--- config.mk ---
export PLATFORM = sky130hd
export DESIGN_NAME = hazard_unit
export DESIGN_NICKNAME = d
export VERILOG_FILES = /design/src/rtl/hazard_unit.sv
export SDC_FILE = /design/constraint.sdc
export NUM_CORES = 1
export LEC_CHECK = 0
export ABC_AREA = 0
export CORE_ASPECT_RATIO = 0.9
export CORE_UTILIZATION = 35
export CTS_CLUSTER_DIAMETER = 150
export DETAILED_ROUTE_END_ITERATION = 10
export PLACE_DENSITY = 0.85
export RECOVER_POWER = 25
export SYNTH_ARGS = -nofsm -noshare
export SYNTH_HDL_FRONTEND = slang
export SYNTH_SLANG_ARGS = --single-unit
export TNS_END_PERCENT = 10
--- constraint.sdc ---
create_clock -name clk -period 2.8 [get_ports clk]
set_clock_uncertainty 0.15 [all_clocks]
set_input_delay 0.28 -clock clk [delete_from_list [all_inputs] [get_ports clk]]
set_output_delay 0.28 -clock clk [all_outputs]
set_load 0.02 [all_outputs]
--- src/rtl/hazard_unit.sv ---
`default_nettype none
// ============================================================================
//  Module   : hazard_unit
//  Purpose  : 5-stage MIPS hazard control: forwarding selects, load-use and
//             branch stalls, E flush, and a start/ready hold for the divider.
//  Option   : define HAZARD_PERF_EN to add saturating stall/flush counters.
//  Revision : 1.0  initial release
// ============================================================================
module hazard_unit #(
  parameter int REGW = 5,
  parameter int CNTW = 32
) (
  input  logic            clk,
  input  logic            rst,
  input  logic [REGW-1:0] rsD,
  input  logic [REGW-1:0] rtD,
  input  logic            branchD,
  input  logic [REGW-1:0] rsE,
  input  logic [REGW-1:0] rtE,
  input  logic [REGW-1:0] writeregE,
  input  logic [REGW-1:0] writeregM,
  input  logic [REGW-1:0] writeregW,
  input  logic            regwriteE,
  input  logic            regwriteM,
  input  logic            regwriteW,
  input  logic            memtoregE,
  input  logic            memtoregM,
  input  logic            divE,
  input  logic            div_readyE,
  output logic            div_startE,
  output logic            forwardaD,
  output logic            forwardbD,
  output logic [1:0]      forwardaE,
  output logic [1:0]      forwardbE,
  output logic            stallF,
  output logic            stallD,
  output logic            stallE,
`ifdef HAZARD_PERF_EN
  output logic [CNTW-1:0] stall_cycles,
  output logic [CNTW-1:0] flush_count,
`endif
  output logic            flushE
);

  typedef enum logic [0:0] {
    ST_IDLE = 1'b0,
    ST_BUSY = 1'b1
  } state_e;

  state_e state_q, state_d;

  logic w_lwstall;
  logic w_branchstall;
  logic w_divstall;
  logic w_src_stall;

  // M has priority over W because it holds the younger result.
  function automatic logic [1:0] fwd_sel(
    input logic [REGW-1:0] src,
    input logic [REGW-1:0] wr_m,
    input logic            we_m,
    input logic [REGW-1:0] wr_w,
    input logic            we_w
  );
    logic [1:0] sel;
    sel = 2'b00;
    if (src != '0 && src == wr_m && we_m) begin
      sel = 2'b10;
    end else if (src != '0 && src == wr_w && we_w) begin
      sel = 2'b01;
    end
    return sel;
  endfunction

  function automatic logic hits(
    input logic [REGW-1:0] dst,
    input logic [REGW-1:0] a,
    input logic [REGW-1:0] b
  );
    return (dst != '0) && (dst == a || dst == b);
  endfunction

  always_comb begin
    forwardaE = fwd_sel(rsE, writeregM, regwriteM, writeregW, regwriteW);
    forwardbE = fwd_sel(rtE, writeregM, regwriteM, writeregW, regwriteW);
    forwardaD = (rsD != '0) && (rsD == writeregM) && regwriteM;
    forwardbD = (rtD != '0) && (rtD == writeregM) && regwriteM;
  end

  always_comb begin
    w_lwstall     = memtoregE && regwriteE && hits(writeregE, rsD, rtD);
    w_branchstall = branchD &&
                    ((regwriteE && hits(writeregE, rsD, rtD)) ||
                     (memtoregM && hits(writeregM, rsD, rtD)));
    w_divstall    = (state_q == ST_IDLE) ? divE : !div_readyE;
    w_src_stall   = w_lwstall || w_branchstall;
  end

  always_comb begin
    state_d = state_q;
    unique case (state_q)
      ST_IDLE: if (divE)       state_d = ST_BUSY;
      ST_BUSY: if (div_readyE) state_d = ST_IDLE;
    endcase
  end

  always_ff @(posedge clk) begin
    if (rst) begin
      state_q <= ST_IDLE;
    end else begin
      state_q <= state_d;
    end
  end

  // Reset masks every pipeline-control output; forwarding stays live.
  always_comb begin
    div_startE = !rst && (state_q == ST_IDLE) && divE;
    stallF     = !rst && (w_src_stall || w_divstall);
    stallD     = !rst && (w_src_stall || w_divstall);
    stallE     = !rst && w_divstall;
    flushE     = !rst && w_src_stall && !w_divstall;
  end

`ifdef HAZARD_PERF_EN
  logic [CNTW-1:0] stall_cnt_q, stall_cnt_d;
  logic [CNTW-1:0] flush_cnt_q, flush_cnt_d;

  always_comb begin
    stall_cnt_d = stall_cnt_q;
    flush_cnt_d = flush_cnt_q;
    if (stallD && stall_cnt_q != '1) stall_cnt_d = stall_cnt_q + CNTW'(1);
    if (flushE && flush_cnt_q != '1) flush_cnt_d = flush_cnt_q + CNTW'(1);
  end

  always_ff @(posedge clk) begin
    if (rst) begin
      stall_cnt_q <= '0;
      flush_cnt_q <= '0;
    end else begin
      stall_cnt_q <= stall_cnt_d;
      flush_cnt_q <= flush_cnt_d;
    end
  end

  assign stall_cycles = stall_cnt_q;
  assign flush_count  = flush_cnt_q;
`else
  logic unused_cntw;
  assign unused_cntw = |CNTW;
`endif

endmodule
`default_nettype wire

Word-level counts from Yosys, hierarchy flattened
Cells that the tools add are included.

Bits in registers: 1. Logic and storage cells: 59. Input port bits: 45. Output and inout port bits: 11.

Reduce and logical (&&, ||, !) cells: 39. Equality and inequality tests: 10. Bitwise logic cells: 1. Mux-type cells: 8.

Operators by type and width (count): $eq 5x5->1 (10); $reduce_bool 5->1 (6); $logic_and 1x1->1 (25); $logic_or 1x1->1 (5); $mux 1 (5); $mux 2 (2); $logic_not 1->1 (3); $pmux 1 s2 (1); $not 1->1 (1).

Logic depth before layout (Yosys ltp)
Depth in word-level cells: 9. Gate-level depth with buffers: 7. Depth with buffers taken out: 5.

Worst setup path after synthesis
No wires, ideal clock.

Kind: in2out. Start point: input rsE[1]. End point: output forwardaE[0]. Required time: 2.370 ns. Path buffers: 0. Stages on the path: 4. Slack: 0.847 ns. Arrival time: 1.523 ns. Cells stage by stage: or4_4 -> nor2_4 -> nor4_2 -> nor4_2.

Word-level cells in the longest chain between the ends: 5. Elaborated cells on any way between the ends: 9. Classes of those cells: 2 x eq/ne; 2 x mux; 5 x reduce/logical.

Ends and longest elaborated chain: start, declared (line 18) `input logic [REGW-1:0] rsE,`; $eq 5x5->1 or $reduce_bool 5->1 (tied branches) (line 69, 67); $logic_and 1x1->1 (2 in a row) (line 69) `end else if (src != '0 && src == wr_w && we_w) begin`; $mux 1 (line 69); $mux 2 * (line 67) `if (src != '0 && src == wr_m && we_m) begin`; end, declared (line 33) `output logic [1:0] forwardaE,`.

Mark *: on every way between the ends. The rest lies on a longest branch, timed or not.

Final worst setup path
Start point: input writeregM[4]. End point: output forwardbD.

Word-level cells in the longest chain between the ends: 3.

Ends and longest elaborated chain: start, declared (line 21) `input logic [REGW-1:0] writeregM,`; $eq 5x5->1 (line 87) `forwardbD = (rtD != '0) && (rtD == writeregM) && regwriteM;`; $logic_and 1x1->1 (2 in a row) (line 87); end, declared (line 32) `output logic forwardbD,`.

Every way passes these cells.

==> flow_summary.yaml <==
min_path:
  hold_depth: 2
  hp-start: "state_q$_SDFF_PP0_"
  worstHoldEndpoint: "state_q$_SDFF_PP0_"
  hold_path.class: "register to register"
synth:
  yosys.area.top_type: "xnor2_1"
  syn_area_per_cell_um2: 7.86
  synth_area_leaders: "xnor2_1, xor2_1, nor4_2, nand4_1, nor3_1"
  synth_top_area_share_pct: 35.1
  synthDistinctLibCells: 23
  syn-instance-count: 89
  ys_ff_latch: 1
  ys_seq_area_share_pct: 2.86
  syn-num-nets: 134
  synth_area_um2: 699
  yosysWarnings: 0
worst_setup_path:
  r2r_start: "state_q$_SDFF_PP0_"
  critical_path_required_ns: 2.37
  path_cells: "clkdlybuf4s50_1 -> xnor2_1 -> nand3_1 -> nor3_2 -> o311a_1 -> clkdlybuf4s50_1"
  slowest_delay_ns: 0.60
  cp.arrival_ns: 2.20
  cp-start-kind: "primary input"
  critPathCaptureType: "primary output"
  path_buf_inv: 2
  rr_endpoint: "state_q$_SDFF_PP0_"
  crit_family: "buffers and inverters"
  worstPathMaxFanout: 4
  reg2reg_depth: 3
  crit_slowest_cell: "clkdlybuf4s50_1"
  worst-r2r-setup-slack_ns: 1.79
  cp_common_cell: "clkdlybuf4s50_1"
  criticalPathCategory: "primary input to primary output"
placed_design:
  placed_cells: 175
  place_hpwl_um: 2280
  io_buffers: 55
  post-place-ws_ns: 0.00258
  place.gp.congestion: 0.862
  placedInstanceArea_um2: 1340
sta:
  fmax_ghz: 0.381
  setup_ws_ns: 0.172
  fin_crit_sh_pct: 93.9
  period_needed_ns: 2.63
  rsz0062_at_grt: "no"
  setup_viol: 0
  worst_pin_slew_ns: 0.316
  setup_tns_ns: 0
  hold_viol_final: 0
  relSlewSlack_pct: 78.7
  drv_slew: 0
floorplan:
  pin_count: 56
  floorplan.initialDensity_pct: 39.5
  die_y_um: 44.4
  core_um2: 1770
  die_area_um2: 2180
  die_w_um: 49.1
  rows: 14
power_and_ir_drop:
  worst_ir_drop_vdd_mv: 0.0924
  cellPowerDensity_nw_per_um2: 161
  power_leakage_nw: 0.538
cells_and_area:
  reg_top3: "state_q (1)"
  largest_reg_flops: 1
  antenna_cells: 0
  fill_cells: 135
  syn2layout_area_growth_pct: 95.2
  final_nets: 198
  drive_gt1_share_pct: 15.2
  fin_cells: 175
  top_register: "state_q"
  stdcell_area_um2: 1370
clock_tree:
  hold_buffers: 0
  clkLatencyLatePin_ns: 0
  cts.reportedPaths.clkPinSlew_ns: 0
route:
  final_antenna_net_count: 0
  drc: 0
  dr.pass1.iters: 4
  wl_per_cell_um: 14.9
  drt-total-wl_um: 2610
  drt_iter0_markers: 21
  vias: 896
  viasPerCell: 5.12
global_route:
  grt_usage_pct: 24.5
  grt_pass1_vias: 917
  overflow: 0
  antenna_found_initial: 0
  grt_max_degree: 6
  grt_pass1_wl_um: 4210
run_status:
  outcome: "finished, final reports clean"
run:
  cap_violations: 0
cell usage in the layout (no fill, tap or decap), types with 2 or more instances in the layout:
cell type and n:
clkdlybuf4s50_1 47, nor4_2 4, xor2_1 12, nand4_1 4
or4_4 2, nor2_4 2, xnor2_1 28, nor3_2 2
a21oi_1 2, dlymetal6s2s_1 5, buf_4 13, dlygate4sd3_1 3
nor3_1 3, nor2b_1 2, or3_1 2, nand3_1 4
nand2_1 3, nor2_1 3, nor3b_1 2, o311a_1 2
worst register-to-register path, stage by stage, from the launching register on:
cell	delay (ns)
dfxtp_1	0.35
nor2_1	0.07
a21oi_1	0.22
nor2b_1	0.16
power by group:
group | switching (mW) | total (mW) | internal, mW | leakage, nW
sequential | 0.00111 | 0.0168 | 0.0157 | 0.00835
clock | 0 | 0 | 0 | 0
combinational | 0.0840 | 0.202 | 0.118 | 0.530
total | 0.0852 | 0.219 | 0.134 | 0.538
repair_timing:
action,in CTS,in global routing
setup endpoints to repair,0,5
setup buffers,0,0
gates resized for setup,0,7
metrics by stage:
stage | hold WS, ns | utilization [%] | power [mW]
floorplan | 0.202 | - | 0.102
global placement | 0.448 | 75.9 | 0.211
detailed placement | 0.458 | 75.9 | 0.217
CTS | 0.461 | 75.9 | 0.218
global route | 0.557 | 77.2 | 0.234
finish | 0.508 | 77.2 | 0.219
layout make-up:
cell class / instances / area [µm²] / area share, %
Sequential cell: 1 / 20.0 / 1.47
Tap cell: 24 / 30.0 / 2.20
Timing Repair Buffer: 68 / 661 / 48.4
Multi-Input combinational cell: 82 / 654 / 47.9
how the worst max path moves through the flow:
stage / slack, ns / end / depth (start not counted) / start
6_report: 0.17 / forwardbD / 6 / writeregM[4]
4_1_cts: 0.01 / forwardaE[0] / 6 / rsE[1]
5_1_grt: 0.09 / forwardbD / 6 / writeregM[4]
2_1_floorplan: 0.85 / forwardaE[0] / 4 / rsE[1]
3_3_place_gp: 0.05 / forwardaE[0] / 6 / rsE[1]
3_5_place_dp: 0.003 / forwardaE[0] / 6 / rsE[1]
synthesized netlist by cell type (all sizes together):
master and count:
nor3 5, o21ai 1, nor4 4, or3 2
nand3 4, dfxtp 1, nor2 5, nand2 3
o311a 2, o221ai 1, buf 6, nand4 4
nor3b 2, a21oi 2, or4 3, a211oi 1
xor2 12, nand3b 1, nor2b 2, xnor2 28
cell families after synthesis:
family          Yosys count  synth area share [%]
simple gates             35                  34.7
compound gates            7                  7.33
flops                     1                  2.86
xor+xnor                 40                  50.1
buf+inv                   6                  5.01
layer usage:
layer	vias to the layer above	part of all wire, %	GRT usage, %
li1	440	-	-
met1	422	42	32.0
met5	-	0	0
met3	0	6.5	0
met2	34	51	48.2
met4	0	0	0
Note: power is estimated with default switching activity, not from simulation.
